[config.mk]
export PLATFORM = sky130hd
export DESIGN_NAME = uart_rx_cfg
export DESIGN_NICKNAME = d
export VERILOG_FILES = /design/src/rtl/uart_rx_cfg.sv
export SDC_FILE = /design/constraint.sdc
export NUM_CORES = 1
export LEC_CHECK = 0
export BUFFER_PORTS_ARGS = -buffer_cell sky130_fd_sc_hd__buf_2
export CORE_UTILIZATION = 60
export CTS_BUF_LIST = sky130_fd_sc_hd__clkbuf_8
export DETAILED_ROUTE_END_ITERATION = 6
export GPL_TIMING_DRIVEN = 0
export PLACE_DENSITY_LB_ADDON = 0.15
export SYNTH_ARGS = -nofsm -noshare
export SYNTH_HDL_FRONTEND = slang
export SYNTH_SLANG_ARGS = --single-unit
[constraint.sdc]
create_clock -name clk -period 5.4 [get_ports clk]
set_input_delay 0.27 -clock clk [delete_from_list [all_inputs] [get_ports clk]]
set_output_delay 0.27 -clock clk [all_outputs]
set_load 0.01 [all_outputs]
[src/rtl/uart_rx_cfg.sv]
// Configurable UART receiver with 3-sample majority vote, parity/framing/overrun
// flags and a one-entry valid/ready holding register.
// Ports: clk, reset (async, active-high), rx_pin (async serial in, idle 1),
//   baud_div (tick period - 1), rx_data/rx_valid/rx_ready (held word handshake),
//   parity_err, frame_err (per held word), overrun (sticky), busy (frame active).
module uart_rx_cfg #(
    parameter int DATA_BITS  = 8,
    parameter int PARITY     = 0,
    parameter int STOP_BITS  = 1,
    parameter int OVERSAMPLE = 16
) (
    input  logic                 clk,
    input  logic                 reset,
    input  logic                 rx_pin,
    input  logic [15:0]          baud_div,
    output logic [DATA_BITS-1:0] rx_data,
    output logic                 rx_valid,
    input  logic                 rx_ready,
    output logic                 parity_err,
    output logic                 frame_err,
    output logic                 overrun,
    output logic                 busy
);
    localparam int SW = $clog2(OVERSAMPLE);
    localparam int BW = $clog2(DATA_BITS);
    localparam logic [SW-1:0] S_LO   = SW'(OVERSAMPLE / 2 - 1);
    localparam logic [SW-1:0] S_MID  = SW'(OVERSAMPLE / 2);
    localparam logic [SW-1:0] S_HI   = SW'(OVERSAMPLE / 2 + 1);
    localparam logic [SW-1:0] S_LAST = SW'(OVERSAMPLE - 1);
    localparam logic [BW-1:0] B_DLST = BW'(DATA_BITS - 1);
    localparam logic [BW-1:0] B_SLST = BW'(STOP_BITS - 1);
    localparam logic          ODD    = (PARITY == 1);

    typedef enum logic [2:0] {
        S_IDLE, S_START, S_DATA, S_PAR, S_STOP
    } state_t;

    state_t               r_state;
    logic                 r_sync1, r_sync2;
    logic [15:0]          r_div_l, r_tcnt;
    logic [SW-1:0]        r_scnt, r_acnt;
    logic                 r_c0, r_c1, r_armed, r_pe, r_fe;
    logic [BW-1:0]        r_bcnt;
    logic [DATA_BITS-1:0] r_shift;

    logic        w_rxs, w_tick, w_bend, w_vote_en, w_vote;
    logic        w_start, w_acc, w_free;
    logic [15:0] w_div;

    assign w_rxs     = r_sync2;
    // Live divisor while idle, frozen copy once a frame has started.
    assign w_div     = (r_state == S_IDLE) ? baud_div : r_div_l;
    // >= keeps the idle counter from running away if baud_div shrinks.
    assign w_tick    = (r_tcnt >= w_div);
    assign w_bend    = w_tick && (r_scnt == S_LAST);
    assign w_vote_en = w_tick && (r_scnt == S_HI) && (r_state != S_IDLE);
    assign w_vote    = (r_c0 & r_c1) | (r_c0 & w_rxs) | (r_c1 & w_rxs);
    assign w_start   = (r_state == S_IDLE) && r_armed && !w_rxs;
    assign w_acc     = rx_valid && rx_ready;
    assign w_free    = !rx_valid || rx_ready;
    assign busy      = (r_state != S_IDLE);

    always_ff @(posedge clk or posedge reset) begin
        if (reset) begin
            r_sync1 <= 1'b1;
            r_sync2 <= 1'b1;
        end else begin
            r_sync1 <= rx_pin;
            r_sync2 <= r_sync1;
        end
    end

    always_ff @(posedge clk or posedge reset) begin
        if (reset) begin
            r_tcnt <= '0;
        end else if (w_start || w_tick) begin
            r_tcnt <= '0;
        end else begin
            r_tcnt <= r_tcnt + 16'd1;
        end
    end

    always_ff @(posedge clk or posedge reset) begin
        if (reset) begin
            r_state    <= S_IDLE;
            r_div_l    <= '0;
            r_scnt     <= '0;
            r_acnt     <= '0;
            r_c0       <= 1'b1;
            r_c1       <= 1'b1;
            r_armed    <= 1'b0;
            r_pe       <= 1'b0;
            r_fe       <= 1'b0;
            r_bcnt     <= '0;
            r_shift    <= '0;
            rx_data    <= '0;
            rx_valid   <= 1'b0;
            parity_err <= 1'b0;
            frame_err  <= 1'b0;
            overrun    <= 1'b0;
        end else begin
            if (w_acc) begin
                rx_valid <= 1'b0;
                overrun  <= 1'b0;
            end
            // Arming: OVERSAMPLE idle-high ticks before a start is trusted.
            if (!w_rxs) begin
                r_armed <= 1'b0;
                r_acnt  <= '0;
            end else if (r_state == S_IDLE && w_tick && !r_armed) begin
                if (r_acnt == S_LAST) r_armed <= 1'b1;
                else                  r_acnt  <= r_acnt + SW'(1);
            end
            if (r_state != S_IDLE && w_tick) begin
                r_scnt <= w_bend ? '0 : r_scnt + SW'(1);
                if (r_scnt == S_LO)  r_c0 <= w_rxs;
                if (r_scnt == S_MID) r_c1 <= w_rxs;
            end
            unique case (r_state)
                S_IDLE: begin
                    if (w_start) begin
                        r_state <= S_START;
                        r_div_l <= baud_div;
                        r_scnt  <= '0;
                        r_bcnt  <= '0;
                        r_pe    <= 1'b0;
                        r_fe    <= 1'b0;
                    end
                end
                S_START: begin
                    if (w_vote_en && w_vote) begin
                        r_state <= S_IDLE;
                        r_armed <= 1'b0;
                        r_acnt  <= '0;
                    end else if (w_bend) begin
                        r_state <= S_DATA;
                        r_bcnt  <= '0;
                    end
                end
                S_DATA: begin
                    if (w_vote_en)
                        r_shift <= {w_vote, r_shift[DATA_BITS-1:1]};
                    if (w_bend) begin
                        if (r_bcnt == B_DLST) begin
                            r_bcnt  <= '0;
                            r_state <= (PARITY != 0) ? S_PAR : S_STOP;
                        end else begin
                            r_bcnt <= r_bcnt + BW'(1);
                        end
                    end
                end
                S_PAR: begin
                    if (w_vote_en)
                        r_pe <= (^r_shift) ^ w_vote ^ ODD;
                    if (w_bend) begin
                        r_state <= S_STOP;
                        r_bcnt  <= '0;
                    end
                end
                S_STOP: begin
                    if (w_vote_en) begin
                        if (!w_vote) r_fe <= 1'b1;
                        // Last stop vote: drop to IDLE at once to resync.
                        if (r_bcnt == B_SLST) begin
                            r_state <= S_IDLE;
                            r_armed <= w_vote;
                            if (w_free) begin
                                rx_data    <= r_shift;
                                parity_err <= r_pe;
                                frame_err  <= r_fe | ~w_vote;
                                rx_valid   <= 1'b1;
                            end else begin
                                overrun <= 1'b1;
                            end
                        end
                    end else if (w_bend) begin
                        r_bcnt <= r_bcnt + BW'(1);
                    end
                end
                default: r_state <= S_IDLE;
            endcase
        end
    end
endmodule

==> flow_summary.ini <==
[global_routing]
grt_max_degree = 74
grt_first_pass_wirelength_um = 12970
antenna_found_initial = 0
grt_util_all_layers_pct = 26.05
overflow = 0
first_global_vias = 2788

[logic_synthesis]
synth_commonest_cells = dfrtp_1, nand2_1, nor2_1
yosysTopAreaCell = dfrtp_1
synth_top_area_share_pct = 44.47
syn-num-nets = 424
ys_seq_area_share_pct = 47.18
synth_cells = 380
netlist_area_mm2 = 0.003882
ys_ff_latch = 73
avgSynthCellArea_um2 = 10.22
yosysWarningCount = 0
synth_cell_types = 46
synthFlopType = dfrtp_1
synth_area_leaders = dfrtp_1, ha_1, nand2_1
ys_async_sr_fraction_pct = 100.0
synth-edff-count = 0

[place]
placed_cell_area_mm2 = 0.004139
hpwl_um = 5514
portBuffers = 32
gp_congestion = 0.8492

[job]
maxCapViolations = 0

[timing]
holdWs_ps = 105.4
fin_crit_ps = 4078
hold_violations = 0
worst_slew_pin_slew_ps = 866.4
setup_viol = 0
clock.fmax_mhz = 245.2
slew_violations = 0
fin_skew_ps = 11.73
relSlewSlack_pct = 42.24
rsz0062_at_grt = false
fin_crit_sh_pct = 75.51
setup_tns_ps = 0

[drt]
drc_errors = 0
firstDrtPassIters = 4
num_vias = 2922
routed_via_density = 5.798
dr.first_iter.drc_count = 142
drt-total-wl_um = 7696
detail-route-antenna-nets = 0
wl_per_cell_um = 15.27

[worst_setup_path]
critPathBufInv = 4
cpMaxStageDelayCell = nor4_4
rrSetupSlack_ps = 1320
path_cells = buf_2, nor3_1, clkbuf_1, buf_2, mux2i_1, ha_1, nand2_1, nor2_1, a21oi_1, and3_1, buf_6, nor4_4, mux2_2
r2r_start = r_state[0]$_DFFE_PP0P_
worstPathRequired_ps = 5630
cp_common_cell = buf_2
path_class = flop to flop
crit_family = simple AND/OR/NAND/NOR gates
crit_start = r_state[0]$_DFFE_PP0P_
cp_max_fo = 10
end_kind = flop
worst-endpoint-arrival_ps = 4310
cp-start-kind = flop
max_stage_delay_ps = 510

[clocking]
clk_pin_slew_ps = 90
cts_tree = done
htree_levels = 3
clockRootBuffer = clkbuf_8
clk_latency_ps = 350
cts-buffers-inserted = 9
cts_buffer_depth = 2
cts.sinks = 73

[die]
initial_core_util_pct = 63.69
coreArea_mm2 = 0.006096
dieArea_mm2 = 0.006796
io_pins = 33
die_w_um = 82.44
rows = 28
die_h_um = 82.44

[final_layout]
drive_gt1_share_pct = 19.35
n_antenna_cell = 0
areaGrowthSynthToFinish_pct = 12.12
stdcell_area_mm2 = 0.004353
fillers = 476
fin_nets = 468

[power_and_ir_drop]
p_per_area_mw_per_mm2 = 264.9
power_mw = 1.153
p_leak_nw = 2.174
ir_worst_vdd_mv = 0.1955

[status]
status = finished, final reports clean

[min_path]
min_path_type = input port to async pin
-- stage by stage --
step,instances,utilization (%),worst slack (ps)
after floorplan,380,-,1960
after global placement,487,67.86,1376
after detailed placement,487,67.90,1333
after CTS,503,71.24,1298
after global routing,504,71.41,1023
final,504,71.41,1322
-- final cells by class --
type	instances	area (um2)	area share, %
Tap cell	75	93.84	2.156
Clock buffer	9	123.9	2.846
Clock inverter	7	80.08	1.840
Inverter	12	47.55	1.092
Buffer	12	58.81	1.351
Sequential cell	73	1832	42.08
Multi-Input combinational cell	283	1947	44.73
Timing Repair Buffer	33	170.2	3.909
-- worst reg2reg max path, delay by kind of cell (launching register included) --
family | cells | cell delay [ps]
buffers and inverters | 4 | 1180
and+or+nand+nor | 5 | 1370
AOI/OAI and AO/OA | 1 | 200
DFF | 1 | 370
muxes | 2 | 540
adders and majority gates | 1 | 320
-- final timing paths --
path | cells after the start | endpoint
worst max-delay path | 13 | r_shift[4]$_DFFE_PP0P_
worst min-delay path | 2 | r_div_l[10]$_DFFE_PP0P_
worst max register to register | 13 | r_shift[4]$_DFFE_PP0P_
worst min register to register | 0 | r_sync2$_DFF_PP1_
max in group asynchronous | 2 | r_div_l[15]$_DFFE_PP0P_
min in group clk | 3 | r_div_l[4]$_DFFE_PP0P_
-- cells by family (layout without fill, tap and decap cells) --
kind of cell / after synthesis / after routing / synth area share (%)
simple gates: 151 / 151 / 19.01
flops: 73 / 73 / 47.18
compound gates: 45 / 45 / 7.187
mux: 41 / 41 / 11.25
fa+ha+maj: 24 / 24 / 7.735
buf+inv: 24 / 73 / 2.675
xor+xnor: 22 / 22 / 4.963
-- cells in the final DEF, fill, tap and decap left out, types with 6 or more instances in the layout --
master | synthesis | routed
ha_1 | 24 | 24
nand3_1 | 13 | 13
clkbuf_8 | 0 | 9
a21oi_1 | 16 | 16
mux2_2 | 21 | 21
and3_1 | 10 | 10
inv_1 | 12 | 11
dfrtp_1 | 69 | 69
nor2_1 | 25 | 25
xor2_1 | 6 | 6
nand2_1 | 69 | 69
buf_2 | 5 | 37
o21ai_0 | 9 | 9
nand4_1 | 7 | 7
xnor2_1 | 16 | 16
mux2i_1 | 20 | 20
-- routing by layer --
layer	vias up	GRT usage, %	part of all wire [%]
met5	-	0	0
li1	1420	-	-
met3	12	7.143	6.0
met1	1387	34.82	48
met4	0	9.825	1.5
met2	103	40.41	45
-- report_power, final --
part	internal [mW]	leakage [nW]	switching, mW
registers	0.570	0.881	0.0372
clock network	0.218	0.101	0.220
logic	0.0522	1.19	0.0557
total	0.840	2.17	0.313
-- flip-flops by register name (all words and copies together), names as in the netlist, 3 cells and up --
signal	count
r_state	3
rx_data	8
r_tcnt	16
r_shift	8
r_scnt	4
r_bcnt	3
r_div_l	16
r_acnt	4
-- timing repair --
action,in CTS,in global routing
hold endpoints to repair,0,1
hold buffers,0,1
setup buffers,0,0
resized for setup,0,0
Power figures use the tool's default switching activity.
